[config.mk]
export PLATFORM = sky130hd
export DESIGN_NAME = nibble_serial_adder
export DESIGN_NICKNAME = d
export VERILOG_FILES = /design/src/rtl/nibble_serial_adder.sv
export SDC_FILE = /design/constraint.sdc
export NUM_CORES = 1
export LEC_CHECK = 0
export CAP_MARGIN = 20
export CORE_MARGIN = 2
export CORE_UTILIZATION = 51
export CTS_BUF_LIST = sky130_fd_sc_hd__clkbuf_16
export DETAILED_ROUTE_END_ITERATION = 7
export PLACE_DENSITY = 0.8
export RECOVER_POWER = 50
export SYNTH_ARGS = -nofsm -noshare
export SYNTH_HDL_FRONTEND = slang
export SYNTH_HIERARCHICAL = 1
export SYNTH_SLANG_ARGS = --single-unit
[constraint.sdc]
create_clock -name clk -period 2.9 [get_ports clk]
set_clock_uncertainty 0.05 [all_clocks]
set_input_delay 0.58 -clock clk [delete_from_list [all_inputs] [get_ports clk]]
set_output_delay 0.58 -clock clk [all_outputs]
set_load 0.1 [all_outputs]
[src/rtl/nibble_serial_adder.sv]
// ---------------------------------------------------------------------------
// nibble_serial_adder
//
// Multi-cycle WIDTH-bit adder that reuses a single 4-bit carry-lookahead
// slice.
// - Both operands and the carry-in are captured when a start is accepted.
// - One nibble is added per clock, least significant nibble first.
// - The carry between nibbles is held in a register.
// - Choose this block when area matters more than latency.
//
// Optional feature (compile-time macro NSA_OVERFLOW_EN):
//   When defined, adds an output 'ovf' that reports signed two's-complement
//   overflow of the completed add. It is valid together with 'done'.
//
// Parameters:
//   WIDTH  operand/sum width; must be a multiple of 4 and at least 4.
//
// Ports:
//   clk    in   1      clock, rising edge
//   rst_n  in   1      asynchronous active-low reset
//   start  in   1      request an add; honoured only in IDLE or DONE
//   a      in   WIDTH  operand A, captured on the accepted start edge
//   b      in   WIDTH  operand B, captured on the accepted start edge
//   c_in   in   1      carry into nibble 0, captured on the accepted start edge
//   busy   out  1      high while nibbles are being processed (RUN)
//   done   out  1      one-cycle pulse; s and c_out are final while high
//   s      out  WIDTH  sum register (partial nibbles visible during RUN)
//   c_out  out  1      carry out of the most significant nibble
//   ovf    out  1      signed overflow (only with NSA_OVERFLOW_EN)
// ---------------------------------------------------------------------------

// 4-bit carry-lookahead adder slice: all carries are computed in parallel
// from generate/propagate terms.
module cla_4bit (
  input  logic [3:0] a,
  input  logic [3:0] b,
  input  logic       c_in,
  output logic [3:0] s,
  output logic       c_out
);

  logic [3:0] g;
  logic [3:0] p;
  logic [4:0] c;

  assign g = a & b;
  assign p = a ^ b;

  // Lookahead carry equations, flattened so that no carry ripples.
  assign c[0] = c_in;
  assign c[1] = g[0] | (p[0] & c_in);
  assign c[2] = g[1] | (p[1] & g[0]) | (p[1] & p[0] & c_in);
  assign c[3] = g[2] | (p[2] & g[1]) | (p[2] & p[1] & g[0])
              | (p[2] & p[1] & p[0] & c_in);
  assign c[4] = g[3] | (p[3] & g[2]) | (p[3] & p[2] & g[1])
              | (p[3] & p[2] & p[1] & g[0])
              | (p[3] & p[2] & p[1] & p[0] & c_in);

  assign s     = p ^ c[3:0];
  assign c_out = c[4];

endmodule

module nibble_serial_adder #(
  parameter int WIDTH = 16
) (
  input  logic             clk,
  input  logic             rst_n,
  input  logic             start,
  input  logic [WIDTH-1:0] a,
  input  logic [WIDTH-1:0] b,
  input  logic             c_in,
  output logic             busy,
  output logic             done,
  output logic [WIDTH-1:0] s,
  output logic             c_out
`ifdef NSA_OVERFLOW_EN
  ,
  output logic             ovf
`endif
);

  localparam int N     = WIDTH / 4;
  // The index counter is at least one bit wide, even when N == 1.
  localparam int IDX_W = (N > 1) ? $clog2(N) : 1;
  localparam logic [IDX_W-1:0] LAST_IDX = IDX_W'(N - 1);

  generate
    if ((WIDTH % 4) != 0 || WIDTH < 4) begin : g_bad_width
      $error("nibble_serial_adder: WIDTH must be a multiple of 4 and >= 4");
    end
  endgenerate

  typedef enum logic [1:0] {
    IDLE = 2'd0,
    RUN  = 2'd1,
    DONE = 2'd2
  } state_t;

  state_t           state;
  state_t           state_next;
  logic [WIDTH-1:0] a_reg;
  logic [WIDTH-1:0] b_reg;
  logic             carry_reg;
  logic [IDX_W-1:0] idx;

  logic             accept;
  logic             last_nib;
  logic [WIDTH-1:0] a_shift;
  logic [WIDTH-1:0] b_shift;
  logic [3:0]       slice_s;
  logic             slice_c;
  logic [WIDTH-1:0] s_next;

  // A start is honoured only in IDLE or DONE; in DONE this gives the
  // back-to-back path with no IDLE cycle in between.
  assign accept   = start && ((state == IDLE) || (state == DONE));
  assign last_nib = (idx == LAST_IDX);

  // Bring the current nibble down to bit 0 so that the slice always
  // reads bits [3:0].
  assign a_shift = a_reg >> {idx, 2'b00};
  assign b_shift = b_reg >> {idx, 2'b00};

  cla_4bit u_cla (
    .a     (a_shift[3:0]),
    .b     (b_shift[3:0]),
    .c_in  (carry_reg),
    .s     (slice_s),
    .c_out (slice_c)
  );

  assign busy = (state == RUN);
  assign done = (state == DONE);

  // Merge the slice sum into the nibble of s selected by idx.
  always_comb begin
    s_next = s;
    for (int i = 0; i < N; i++) begin
      if (idx == i[IDX_W-1:0]) begin
        s_next[4*i +: 4] = slice_s;
      end else begin
        s_next[4*i +: 4] = s[4*i +: 4];
      end
    end
  end

  // State register.
  always_ff @(posedge clk or negedge rst_n) begin
    if (!rst_n) begin
      state <= IDLE;
    end else begin
      state <= state_next;
    end
  end

  // Next-state decode.
  always_comb begin
    state_next = state;
    case (state)
      IDLE: begin
        if (start) begin
          state_next = RUN;
        end else begin
          state_next = IDLE;
        end
      end
      RUN: begin
        if (last_nib) begin
          state_next = DONE;
        end else begin
          state_next = RUN;
        end
      end
      DONE: begin
        if (start) begin
          state_next = RUN;
        end else begin
          state_next = IDLE;
        end
      end
      default: begin
        state_next = IDLE;
      end
    endcase
  end

  // Datapath: capture operands on accept, then process one nibble per RUN
  // edge. The final carry (and overflow) is committed on the last nibble.
  always_ff @(posedge clk or negedge rst_n) begin
    if (!rst_n) begin
      a_reg     <= '0;
      b_reg     <= '0;
      carry_reg <= 1'b0;
      idx       <= '0;
      s         <= '0;
      c_out     <= 1'b0;
`ifdef NSA_OVERFLOW_EN
      ovf       <= 1'b0;
`endif
    end else if (accept) begin
      a_reg     <= a;
      b_reg     <= b;
      carry_reg <= c_in;
      idx       <= '0;
      s         <= '0;
      c_out     <= 1'b0;
`ifdef NSA_OVERFLOW_EN
      ovf       <= 1'b0;
`endif
    end else if (state == RUN) begin
      s         <= s_next;
      carry_reg <= slice_c;
      if (last_nib) begin
        c_out <= slice_c;
`ifdef NSA_OVERFLOW_EN
        // Like-signed operands whose sum sign differs overflow.
        ovf   <= (a_reg[WIDTH-1] == b_reg[WIDTH-1]) &&
                 (slice_s[3] != a_reg[WIDTH-1]);
`endif
      end else begin
        idx <= idx + 1'b1;
      end
    end else begin
      idx <= idx;
    end
  end

endmodule

==> Word-level counts from Yosys, hierarchy flattened <==
Index checks and enable logic that the tools add are counted.
{ "word_totals": {"regBits": 54, "in_bits": 36, "output_inout_bits": 19, "word_cells": 80} }
{ "classes": {"n_addsub": 1, "eq_ne": 6, "shifts": 2, "muxes": 17, "bitwise": 29, "n_reduce_logical": 15} }
{ "ops": {"columns": ["cell", "n"], "rows": [
  ["$mux 16", 2],
  ["$shr 16x4->4", 2],
  ["$and 1x1->1", 16],
  ["$mux 4", 4],
  ["$or 1x1->1", 10],
  ["$reduce_and 2->1", 5],
  ["$reduce_bool 2->1", 5],
  ["$mux 2", 4],
  ["$xor 4x4->4", 2],
  ["$eq 2x2->1 const B", 3],
  ["$mux 1", 6],
  ["$and 4x4->4", 1],
  ["$eq 2x1->1 const B", 2],
  ["$logic_not 2->1", 2],
  ["$pmux 2 s2", 1],
  ["$add 2x1->2 const B", 1],
  ["$ne 2x2->1 const B", 1],
  ["$reduce_or 2->1", 1],
  ["$logic_and 1x1->1", 1],
  ["$logic_or 1x1->1", 1]
]} }

==> Logic depth before layout (Yosys ltp) <==
{ "logic_depth": {"depth_word": 10, "ltp_mapped": 8, "mapped_depth_nobuf": 7} }

==> Modules after synthesis <==
Netlist, hierarchy kept.
{ "modules_own_cells": {"columns": ["mod", "instances", "cells_each", "area_per_inst_um2", "seq_area_each_um2"], "rows": [
  ["nibble_serial_adder", 1, 176, 2583.7, 1351.3],
  ["cla_4bit", 1, 17, 147.6, 0.0]
]} }

==> Worst setup path after synthesis <==
OpenSTA, ideal clock, no wires.
{ "synth_path": {"path_kind": "reg2out", "startpoint": "reg state[0]", "endpoint": "out busy", "t_arrival_ns": 1.926, "required_time_ns": 2.270, "setup_slack_ns": 0.344, "path_stages_with_launch": 5, "n_path_buf": 2, "cell_sequence": "dfrtp_1 > buf_4 > inv_2 > clkbuf_1 > nor2_1"} }
{ "synth_via": {"elab_chain_cells": 1} }
{ "synth_lines": {"columns": ["item", "line", "text"], "rows": [
  ["start: declaration", "100", "state_t state;"],
  ["start signal: assignment", "153", "state <= state_next;"],
  ["$eq 2x1->1", "133", "assign busy = (state == RUN);"],
  ["end: declaration", "73", "output logic busy,"]
]} }
No other way between the ends.

==> Final worst setup path <==
{ "layout_path": {"startpoint": "reg idx[1]", "endpoint": "reg s[3]"} }
{ "layout_via": {"word_cells_on_any_way": 19, "classes_between": "2 x shift; 3 x mux; 11 x bitwise; 3 x reduce/logical"} }
{ "layout_rtl": {"columns": ["item", "line", "text"], "rows": [
  ["start: declaration", "105", "logic [IDX_W-1:0] idx;"],
  ["start signal: assignment", "222", "idx <= idx + 1'b1;"],
  ["start signal: assignment", "225", "idx <= idx;"],
  ["$shr 16x4->4 *", "122", "assign a_shift = a_reg >> {idx, 2'b00};"],
  ["net a_shift[0]", "109", "logic [WIDTH-1:0] a_shift;"],
  ["$and 4x4->4 / $xor 4x4->4 (equally long branches)", "46, 47", null],
  ["$and 1x1->1, on equally long branches", "53, 54", null],
  ["$or 1x1->1 / $and 1x1->1 (equally long branches)", "53, 54", null],
  ["$or 1x1->1 *", "54", "| (p[2] & p[1] & p[0] & c_in);"],
  ["$xor 4x4->4 *", "59", "assign s = p ^ c[3:0];"],
  ["net slice_s[3]", "111", "logic [3:0] slice_s;"],
  ["$mux 4 *", "140", "if (idx == i[IDX_W-1:0]) begin"],
  ["$mux 16 *", "211", "end else if (state == RUN) begin"],
  ["$mux 16 *", "201", "end else if (accept) begin"],
  ["end signal: assignment", "212", "s <= s_next;"],
  ["end: declaration", "75", "output logic [WIDTH-1:0] s,"]
]} }
The timed path passes the listed nets; every way through them passes the cells marked *. The select of a mux whose other input is x is not followed.
A chain may end at the register's enable or synchronous reset.

==> out/metrics.yaml <==
grt_overflow: 0
clock_path_buffers: 2
vias: 1670
critPathMaxStageDelay_ns: 0.66
synth_async_sr_flop_share_pct: 100
grt_pass1_vias: 1770
gp_congestion: 0.754
insertion_delay_ns: 0.29
start_util_pct: 53.1
cp.arrival_ns: 2.69
cts_htree_levels: 2
core_sq_um: 5140
hold_path.class: "flip-flop to flip-flop"
path_cells: "mux4_2 > ha_1 > a21o_1 > a31o_1 > xor2_1 > mux2i_1 > o21ai_0"
cts_made_buffers: 5
setup_tns_ns: 0
routed_wl_microns: 5200
period_minus_slack_ns: 2.52
cts_resized: 0
ys_warn_count: 6
drc_errors: 0
netlist_top_cells_count: "54 x dfrtp_1, 30 x mux2_4, 14 x mux2i_1, 14 x o21ai_0, 13 x nand2_1"
final_nets: 290
synth_seq_area_share_pct: 49.5
tightest_slew_ns: 1.28
dp_hpwl_microns: 3790
cts_setup_buffers: 0
grt_usage_pct: 19.1
maxSlewHeadroom_pct: 14.8
final_max_slew_viol_count: 0
cts_hold_buf: 0
rows: 26
finalHoldViolations: 0
synth-edff-count: 0
synth_top_cells_by_area: "dfrtp_1 49%, mux2_4 16%, mux4_2 6.6%, mux2i_1 5.1%, ha_1 3.7%"
grt_first_pass_wirelength_microns: 8850
synth_top_area_share_pct: 49.5
ys_ff_latch: 54
drv_cap: 0
finalNonFillerCells: 316
die_w_microns: 77.2
syn2layout_area_growth_pct: 22.3
die_h_microns: 77.2
cts-root-buf: "clkbuf_16"
grt_max_degree: 55
rsz0062_at_grt: "false"
dieArea_sq_um: 5960
final_area_sq_um: 3340
synth_area_sq_um: 2730
setup_viol: 0
port_buffers: 54
synthFlopType: "dfrtp_1"
synthDistinctLibCells: 31
drtIter0Drc: 82
fmax_mhz: 396
cts_tree: "yes"
antenna_found_initial: 0
synth.most_common_cell: "dfrtp_1"
cpLargestDelayFamily: "flip-flops"
synth_top_cell_by_area: "dfrtp_1"
drive_gt1_share_pct: 27.2
syn_nets: 238
cp_slowest_cell: "dfrtp_1"
n_antenna_cell: 0
avgSynthCellArea_sq_um: 14.2
critPathBufInv: 0
place_inst: 308
cp_max_fo: 13
end_kind: "flip-flop"
syn_inst: 193
ant_nets: 0
fin_crit_sh_pct: 87.0
start_kind: "flip-flop"
critPathKind: "flip-flop to flip-flop"
worst_ep_required_time_ns: 3.07
n_fill_cell: 394
clk_pin_slew_worst_paths_ns: 0.07
cts_sinks: 54
io-pin-count: 55
drt_pre_antenna_iters: 4
dpl_cell_area_sq_um: 3240
routed_via_density: 5.28
outcome: "finished, final reports clean"
detail_route.wl_per_cell_microns: 16.4
==> worst reg2reg max path, delay by kind of cell, from the launching register on <==
family	cells	cell delay, ns
flops	1	0.66
xor+xnor	1	0.29
compound gates	3	0.60
mux	2	0.53
fa+ha+maj	1	0.32
==> final timing paths <==
kind                               end  cells past startpoint  slack [ns]   start
worst max-delay path              s[3]                      7        0.38  idx[1]
worst min-delay path              s[5]                      2        0.46    s[5]
worst max register to register    s[3]                      7        0.38  idx[1]
worst min register to register    s[5]                      2        0.46    s[5]
max in group asynchronous       idx[0]                      2        1.36   rst_n
min in group asynchronous        s[10]                      2        0.60   rst_n
==> cells in the final DEF (no fill, tap or decap), types with 2 or more instances in the layout <==
cell / synthesis / final
mux4_2: 8 / 8
o21ai_0: 14 / 14
buf_4: 1 / 14
inv_1: 6 / 6
a21o_1: 5 / 5
clkbuf_1: 1 / 8
nand2b_1: 4 / 4
a21oi_1: 2 / 2
mux2_4: 30 / 30
ha_1: 8 / 8
xnor2_1: 2 / 2
nor2_1: 3 / 4
clkdlybuf4s50_1: 0 / 34
clkbuf_16: 0 / 5
nand2_1: 13 / 13
mux2i_1: 14 / 14
a22o_1: 5 / 5
dfrtp_1: 54 / 53
mux2_2: 2 / 2
==> layer usage <==
layer	vias up	routed length (microns)	track usage, %
li1	787	-	-
met1	834	2370	25.7
met2	42	2560	31.7
met3	7	214	4.12
met4	0	57	4.82
met5	-	0	0
==> final cells by class <==
cell class	count	area [sq um]	share of cell area (%)
Clock inverter	3	25.0	0.749
Timing Repair Buffer	58	485	14.5
Inverter	7	26.3	0.787
Tap cell	70	87.6	2.62
Clock buffer	5	125	3.75
Sequential cell	54	1350	40.5
Multi-Input combinational cell	119	1240	37.1
==> logic make-up after synthesis <==
kind of cell / Yosys count / synth area share, %
fa+ha+maj: 9 / 4.40
buf+inv: 20 / 5.27
compound gates: 28 / 6.51
flops: 54 / 49.5
simple gates: 25 / 4.35
mux: 54 / 29.0
xor+xnor: 3 / 0.962
==> stage by stage <==
stage          hold WS [ns]  worst slack, ns  util, %
2_1_floorplan         0.234            0.344        -
3_3_place_gp          0.435            0.364     63.0
3_5_place_dp          0.441            0.265     63.0
4_1_cts               0.237            0.229     65.9
5_1_grt               0.471            0.166     65.0
6_report              0.461            0.377     65.0
Power is not shown: default switching activity piles up to over one toggle a cycle in this logic, so the estimate is an artifact.
